**src/rtl/calc_chip_if.sv**
```systemverilog
// Calculator front-panel bundle: operand/button inputs and
// seven-segment result outputs.
interface calc_chip_if #(
   parameter int WIDTH  = 4,
   parameter int DIGITS = 2
);
   logic                  button;
   logic                  op;
   logic [WIDTH-1:0]      X;
   logic [7*DIGITS-1:0]   seg;
   logic                  neg;
   logic                  busy;
   logic                  done;

   modport master (
      output button, op, X,
      input  seg, neg, busy, done
   );

   modport slave (
      input  button, op, X,
      output seg, neg, busy, done
   );
endinterface

```
**src/rtl/calc_chip.sv**
```systemverilog
// Two-operand add/subtract calculator with sequential double-dabble
// BCD conversion and blanked seven-segment display.
module calc_chip #(
   parameter int WIDTH  = 4,
   parameter int DIGITS = 2
) (
   input  logic        clk,
   input  logic        rst_n,
   calc_chip_if.slave  bus
);
   localparam int RW = WIDTH + 1;
   localparam int BW = 4 * DIGITS;
   localparam int SW = RW + BW;
   localparam int CW = $clog2(WIDTH + 2);
   localparam logic [CW-1:0] LAST = CW'(WIDTH + 1);

   typedef enum logic [1:0] {WAIT_A, WAIT_B, CONV} state_t;

   state_t              r_state, w_next;
   logic                r_s1, r_s2, r_s3;
   logic                w_press;
   logic [WIDTH-1:0]    r_a;
   logic [SW-1:0]       r_sh;
   logic [SW-1:0]       w_adj;
   logic [SW-1:0]       w_shf;
   logic [CW-1:0]       r_cnt;
   logic                r_sgn;
   logic                r_neg;
   logic                r_done;
   logic [7*DIGITS-1:0] r_seg;
   logic [7*DIGITS-1:0] w_seg;
   logic [RW-1:0]       w_res;
   logic                w_sgn;
   logic                w_lead;
   logic [3:0]          w_nib;

   function automatic logic [6:0] enc(input logic [3:0] v);
      case (v)
         4'd0:    enc = 7'h3F;
         4'd1:    enc = 7'h06;
         4'd2:    enc = 7'h5B;
         4'd3:    enc = 7'h4F;
         4'd4:    enc = 7'h66;
         4'd5:    enc = 7'h6D;
         4'd6:    enc = 7'h7D;
         4'd7:    enc = 7'h07;
         4'd8:    enc = 7'h7F;
         4'd9:    enc = 7'h6F;
         default: enc = 7'h00;
      endcase
   endfunction

   assign w_press = r_s2 & ~r_s3;

   // B arrives on the bus at its capture edge, so R is formed from X directly
   always_comb begin
      w_sgn = 1'b0;
      if (!bus.op)
         w_res = {1'b0, r_a} + {1'b0, bus.X};
      else if (r_a >= bus.X)
         w_res = {1'b0, r_a - bus.X};
      else begin
         w_res = {1'b0, bus.X - r_a};
         w_sgn = 1'b1;
      end
   end

   always_comb begin
      w_adj = r_sh;
      for (int d = 0; d < DIGITS; d++) begin
         if (r_sh[RW+4*d +: 4] >= 4'd5)
            w_adj[RW+4*d +: 4] = r_sh[RW+4*d +: 4] + 4'd3;
      end
      w_shf = w_adj << 1;
   end

   always_comb begin
      w_seg  = '0;
      w_lead = 1'b1;
      w_nib  = 4'd0;
      for (int d = DIGITS - 1; d >= 0; d--) begin
         w_nib = r_sh[RW+4*d +: 4];
         if (w_nib != 4'd0)
            w_lead = 1'b0;
         if (!(w_lead && d > 0))
            w_seg[7*d +: 7] = enc(w_nib);
      end
   end

   always_comb begin
      w_next = r_state;
      case (r_state)
         WAIT_A:  if (w_press) w_next = WAIT_B;
         WAIT_B:  if (w_press) w_next = CONV;
         CONV:    if (r_cnt == LAST) w_next = WAIT_A;
         default: w_next = WAIT_A;
      endcase
   end

   always_ff @(posedge clk or negedge rst_n) begin
      if (!rst_n) begin
         r_state <= WAIT_A;
         r_s1    <= 1'b0;
         r_s2    <= 1'b0;
         r_s3    <= 1'b0;
      end else begin
         r_state <= w_next;
         r_s1    <= bus.button;
         r_s2    <= r_s1;
         r_s3    <= r_s2;
      end
   end

   always_ff @(posedge clk or negedge rst_n) begin
      if (!rst_n) begin
         r_a    <= '0;
         r_sh   <= '0;
         r_cnt  <= '0;
         r_sgn  <= 1'b0;
         r_neg  <= 1'b0;
         r_seg  <= '0;
         r_done <= 1'b0;
      end else begin
         r_done <= 1'b0;
         case (r_state)
            WAIT_A: if (w_press) r_a <= bus.X;
            WAIT_B: if (w_press) begin
               r_sh  <= {{BW{1'b0}}, w_res};
               r_sgn <= w_sgn;
               r_cnt <= '0;
            end
            CONV: if (r_cnt == LAST) begin
               r_seg  <= w_seg;
               r_neg  <= r_sgn;
               r_done <= 1'b1;
            end else begin
               r_sh  <= w_shf;
               r_cnt <= r_cnt + 1'b1;
            end
            default: ;
         endcase
      end
   end

   assign bus.seg  = r_seg;
   assign bus.neg  = r_neg;
   assign bus.busy = (r_state == CONV);
   assign bus.done = r_done;
endmodule

```
**src/flat_wrapper.sv**
```systemverilog
// flat-port wrapper written by rule: the top's interface ports become plain ports
module calc_chip_flat 
#(
   parameter int WIDTH  = 4,
   parameter int DIGITS = 2
)
  (clk, rst_n, bus_button, bus_op, bus_X, bus_seg, bus_neg, bus_busy, bus_done);
  calc_chip_if #(.WIDTH(WIDTH), .DIGITS(DIGITS)) bus_i ();
  input  logic clk;
  input  logic rst_n;
  input wire logic [$bits(bus_i.button)-1:0] bus_button;
  input wire logic [$bits(bus_i.op)-1:0] bus_op;
  input wire logic [$bits(bus_i.X)-1:0] bus_X;
  output wire logic [$bits(bus_i.seg)-1:0] bus_seg;
  output wire logic [$bits(bus_i.neg)-1:0] bus_neg;
  output wire logic [$bits(bus_i.busy)-1:0] bus_busy;
  output wire logic [$bits(bus_i.done)-1:0] bus_done;
  assign bus_i.button = bus_button;
  assign bus_i.op = bus_op;
  assign bus_i.X = bus_X;
  assign bus_seg = bus_i.seg;
  assign bus_neg = bus_i.neg;
  assign bus_busy = bus_i.busy;
  assign bus_done = bus_i.done;
  calc_chip #(.WIDTH(WIDTH), .DIGITS(DIGITS)) u_core (.clk(clk), .rst_n(rst_n), .bus(bus_i));
endmodule
```
**config.mk**
```make
export PLATFORM = sky130hd
export DESIGN_NAME = calc_chip_flat
export DESIGN_NICKNAME = d
export VERILOG_FILES = /design/src/rtl/calc_chip_if.sv /design/src/rtl/calc_chip.sv /design/src/flat_wrapper.sv
export SDC_FILE = /design/constraint.sdc
export NUM_CORES = 1
export LEC_CHECK = 0
export ABC_AREA = 1
export CORE_UTILIZATION = 50
export CTS_CLUSTER_DIAMETER = 50
export DETAILED_ROUTE_END_ITERATION = 10
export PLACE_DENSITY = 0.74
export REMOVE_ABC_BUFFERS = 1
export SLEW_MARGIN = 20
export SYNTH_ARGS = -nofsm -noshare
export SYNTH_HDL_FRONTEND = slang
export SYNTH_SLANG_ARGS = --single-unit
```
**constraint.sdc**
```tcl
create_clock -name clk -period 3 [get_ports clk]
set_input_delay 0.6 -clock clk [delete_from_list [all_inputs] [get_ports clk]]
set_output_delay 0.6 -clock clk [all_outputs]
set_load 0.05 [all_outputs]
```
==> impl_metrics.json, run 1 <==
{
  "outcome": "complete, no violations",
  "met3_length_um": 106,
  "cts_tree": "yes",
  "core_area_um2": 4817,
  "post-place-ws_ns": 0.5451,
  "fin_skew_ns": 0.006258,
  "worst_slack_ns": 0.6118,
  "place_inst": 380,
  "worst_pin_slew_ns": 0.9067,
  "place_area_um2": 2813,
  "ctsHtreeMaxLevel": 2,
  "clk_pin_slew_worst_paths_ns": 0.07,
  "finalHoldViolations": 0,
  "layout_commonest_cell": "nand2_1",
  "peakVddDrop_uv": 440.7,
  "drive_gt1_share_pct": 6.250,
  "startpoint_type": "flop",
  "p_leak_nw": 1.463,
  "ys_ff_latch": 42,
  "max_cap_viol_count": 0,
  "fin_nets": 357,
  "synth_cells": 294,
  "io_pins": 25,
  "final_cells": 387,
  "min_period_over_period_pct": 79.61,
  "top_layer": "met4",
  "synth_cell_type_count": 34,
  "cts_made_buffers": 5,
  "start_util_pct": 52.73,
  "die_area_um2": 5369,
  "drtAntennaViolNets": 0,
  "drc": 0,
  "fp.dieW_um": 73.28,
  "grtUsageTotal_pct": 19.63,
  "regArea_um2": 1051,
  "dr_wl_met2_um": 2187,
  "avgRoutedWirePerCell_um": 11.85,
  "firstDrtPassIters": 4,
  "place_hpwl_um": 3304,
  "synth_warnings": 0,
  "postCtsSetupBuffers": 0,
  "clock_path_buffers": 2,
  "fillerInstances": 451,
  "critPathMaxFanout": 5,
  "critPathKind": "flop to output pin",
  "area_delta_synth_final_pct": 13.89,
  "grt_start_max_net_pins": 43,
  "multi_input_area_um2": 1267,
  "vias": 1919,
  "synthFlopType": "dfrtp_1",
  "synth_edf_count": 0,
  "antenna_cells": 0,
  "seq_area_frac_synth_pct": 41.38,
  "cp-end-kind": "output pin",
  "most-common-layout-cells": "nand2_1 (61), dfrtp_1 (42), inv_1 (41)",
  "insertion_delay_ns": 0.29,
  "cts_hold_buf": 0,
  "finalSetupViolCount": 0,
  "cts-resized-gates": 0,
  "rsz0062_at_grt": "no",
  "p_per_area_nw_per_um2": 922.5,
  "cts_root_buffer": "clkbuf_8",
  "vias_per_cell": 4.959,
  "fin_crit_ns": 2.388,
  "tns_ns": 0,
  "fin_area_um2": 2893,
  "grt_overflow": 0,
  "cts_sinks": 42,
  "async_flop_share_pct": 100.0,
  "arrival_ns": 1.79,
  "grt_pass1_wl_um": 8052,
  "grt_pass1_vias": 1806,
  "wl_um": 4586,
  "min_path_type": "flop to flop",
  "io_buffers": 24,
  "required_ns": 2.40,
  "fin_util_pct": 60.05,
  "wl_met1_um": 2244,
  "netlist_area_um2": 2540,
  "drt_iter0_drc": 77,
  "fmax_mhz": 418.7,
  "die_h_um": 73.28,
  "syn_area_per_cell_um2": 8.639,
  "rows": 25,
  "slew_violations": 0,
  "antenna_found_initial": 0,
  "max_slew_margin_pct": 39.55,
  "place.gp.congestion": 0.8306
}
-- state kept, by name, summed over array words and instances (netlist names) --
register         count
u_core.r_state       2
u_core.r_sgn         1
u_core.r_sh         13
u_core.r_s1          1
u_core.r_s2          1
u_core.r_cnt         3
u_core.r_a           4
u_core.bus.seg      14
u_core.bus.neg       1
u_core.bus.done      1
u_core.r_s3          1
-- final timing paths --
kind | startpoint | endpoint | slack (ns) | cells past startpoint
min in group asynchronous | rst_n | u_core.bus.seg[2] | 0.44 | 1
max in group asynchronous | rst_n | u_core.r_cnt[0] | 2.01 | 1
hold / removal | u_core.r_s1 | u_core.r_s2 | 0.36 | 0
setup / recovery | u_core.r_state[0] | bus_busy | 0.61 | 2
hold reg to reg | u_core.r_s1 | u_core.r_s2 | 0.36 | 0
setup reg to reg | u_core.r_a[0] | u_core.r_sh[3] | 1.23 | 11
-- kinds of logic (layout without fill, tap and decap cells) --
family / after synthesis / after routing / share of synthesized area [%]
AOI/OAI and AO/OA: 62 / 62 / 13.84
and+or+nand+nor: 107 / 107 / 19.16
DFF: 42 / 42 / 41.38
adders and majority gates: 29 / 29 / 15.17
xor gates and xnor gates: 5 / 5 / 1.724
buffers and inverters: 49 / 75 / 8.719
-- power breakdown --
| part | total [W] | switching [W] | internal [W] |
|---|---|---|---|
| registers | 0.000897 | 0.000150 | 0.000747 |
| logic | 0.00142 | 0.000909 | 0.000510 |
| clock network | 0.000353 | 0.000193 | 0.000160 |
-- stage by stage --
step	total power [W]	hold WS, ns
6_report	0.002669	0.3579
5_1_grt	0.002916	0.3650
4_1_cts	0.002691	0.3611
3_5_place_dp	0.002325	0.3426
3_3_place_gp	0.002304	0.3343
2_1_floorplan	0.001960	0.3044
-- synthesized netlist by cell type (2+ instances only) --
| cell type | instances | area [um^2] |
|---|---|---|
| a22o_1 | 3 | 26.28 |
| ha_1 | 26 | 325.3 |
| o22ai_1 | 8 | 50.05 |
| a21oi_2 | 2 | 17.52 |
| nand2_1 | 61 | 229.0 |
| xor2_1 | 4 | 35.03 |
| inv_1 | 41 | 153.9 |
| fa_1 | 3 | 60.06 |
| o21ai_0 | 28 | 140.1 |
| o21ai_1 | 4 | 20.02 |
| nor2_1 | 19 | 71.32 |
| dfrtp_1 | 42 | 1051 |
| nand3_1 | 16 | 80.08 |
| buf_6 | 3 | 33.78 |
| a21oi_1 | 13 | 65.06 |
| nand2_4 | 3 | 33.78 |
-- routing by layer --
layer | global-route usage [%] | vias up
li1 | - | 998
met1 | 24.62 | 893
met2 | 33.95 | 24
met3 | 3.704 | 4
met4 | 6.536 | 0
met5 | 0 | -
-- worst max-delay path, stage by stage (launching register included) --
cell	delay [ns]
dfrtp_1	0.41
nor2_4	0.24
clkdlybuf4s50_1	0.85
-- final cells by class --
cell class,count,area share [%]
inverter,44,6.055
tap,67,2.898
timing repair buffer,24,8.132
multi-input combinational,203,43.82
clock inverter,1,0.2595
clock buffer,6,2.509
sequential,42,36.33
No activity file was read; power rests on OpenSTA's default activity.
==> run 2: changes to the inputs <==
clock period = 2.3 ns   (was 3 ns; I/O delays follow)
==> impl_metrics.json, run 2 (synthesis gave the netlist of run 1 again) <==
{
  "outcome": "complete, no violations",
  "critPathKind": "flop to output pin",
  "p_per_area_nw_per_um2": 1230,
  "cts_made_buffers": 5,
  "clk_pin_slew_worst_paths_ns": 0.08,
  "grt_start_max_net_pins": 43,
  "vias_per_cell": 4.987,
  "layout_commonest_cell": "nand2_1",
  "timing.rr.start": "u_core.r_a[0]",
  "endpoint": "bus_busy",
  "rsz0062_at_grt": "no",
  "whs_ns": 0.1105,
  "start_util_pct": 52.73,
  "min_path_type": "primary input to async pin",
  "place.gp.congestion": 0.8563,
  "fin_crit_ns": 2.110,
  "ff2ff_path_depth": 11,
  "r2r_slack_ns": 0.52,
  "die_h_um": 73.28,
  "drc": 0,
  "fp.dieW_um": 73.28,
  "place_hpwl_um": 3515,
  "cts_hold_buf": 0,
  "ctsHtreeMaxLevel": 2,
  "firstDrtPassIters": 4,
  "max_cap_viol_count": 0,
  "finalHoldViolations": 0,
  "core_area_um2": 4817,
  "grt_pass1_wl_um": 8328,
  "wl_um": 4783,
  "min_period_over_period_pct": 91.74,
  "io_buffers": 24,
  "most-common-layout-cells": "nand2_1 (61), dfrtp_1 (42), inv_1 (41)",
  "startpoint": "u_core.r_state[0]",
  "antenna_cells": 0,
  "timing.rr.end": "u_core.r_sh[3]",
  "cts-resized-gates": 0,
  "slew_violations": 0,
  "fin_nets": 362,
  "startpoint_type": "flop",
  "required_ns": 1.84,
  "max_slew_margin_pct": 66.14,
  "die_area_um2": 5369,
  "p_leak_nw": 1.512,
  "peakVddDrop_uv": 565.0,
  "arrival_ns": 1.65,
  "drt_iter0_drc": 124,
  "tns_ns": 0,
  "finalSetupViolCount": 0,
  "area_delta_synth_final_pct": 17.14,
  "grt_overflow": 0,
  "antenna_found_initial": 0,
  "postCtsSetupBuffers": 0,
  "rows": 25,
  "drtAntennaViolNets": 0,
  "worst_pin_slew_ns": 0.5064,
  "grt_pass1_vias": 1927,
  "insertion_delay_ns": 0.29,
  "avgRoutedWirePerCell_um": 12.20,
  "fin_skew_ns": 0.009233,
  "clock_path_buffers": 2,
  "cts_sinks": 42,
  "grtUsageTotal_pct": 20.35,
  "largest_reg_flops": 14,
  "vias": 1955,
  "cts_root_buffer": "clkbuf_8",
  "cp-end-kind": "output pin",
  "fmax_mhz": 473.9,
  "critPathMaxFanout": 2,
  "cts_tree": "yes",
  "drive_gt1_share_pct": 8.000,
  "io_pins": 25
}
run 2: per-layer routing:
layer  track usage (%)  share of wire (%)  wire length, um  vias to the layer above
met2             35.19                 47             2260                       42
met5                 0                  0                0                        -
met3             3.704                3.3              159                        6
met4             6.972                1.3               60                        0
li1                  -                  -                -                     1011
met1             25.55                 48             2303                      896
run 2: final cells by class:
class	count	area, um^2
multi-input combinational	203	1267
clock inverter	1	30.03
fill	444	1842
sequential	42	1051
clock buffer	6	82.58
timing repair buffer	29	285.3
tap	67	83.83
inverter	44	175.2
run 2: worst min path at each step:
stage	depth (start not counted)	endpoint	start
global route	2	u_core.bus.seg[13]	rst_n
global placement	0	u_core.r_s2	u_core.r_s1
CTS	2	u_core.bus.seg[13]	rst_n
floorplan	0	u_core.bus.done	rst_n
finish	2	u_core.bus.seg[13]	rst_n
detailed placement	0	u_core.r_s2	u_core.r_s1
run 2: through the flow:
step	power [W]	utilization (%)	cell area, um^2	std cells	setup WS, ns
2_1_floorplan	0.002556	-	2494	289	0.6215
3_3_place_gp	0.003050	59.43	2863	385	0.05395
3_5_place_dp	0.003082	59.43	2863	385	-0.007511
4_1_cts	0.003688	61.77	2975	392	0.1707
5_1_grt	0.003994	61.77	2975	392	0.1383
6_report	0.003660	61.77	2975	392	0.1899
run 2: power breakdown:
group	internal, W	total, W	switching, W
sequential	0.000975	0.00117	0.000197
clock	0.000347	0.000593	0.000246
combinational	0.000695	0.00189	0.00120
run 2: critical path: stages (launching register included):
cell and delay (ns):
dfrtp_1 0.41, nor2_4 0.13, clkdlybuf4s50_1 0.82
==> run 3: changes to the inputs <==
CTS_CLUSTER_SIZE = 12   (was default)
==> results of run 3 <==
Same layout as run 2: the final DEF is identical, and so are final timing and power.
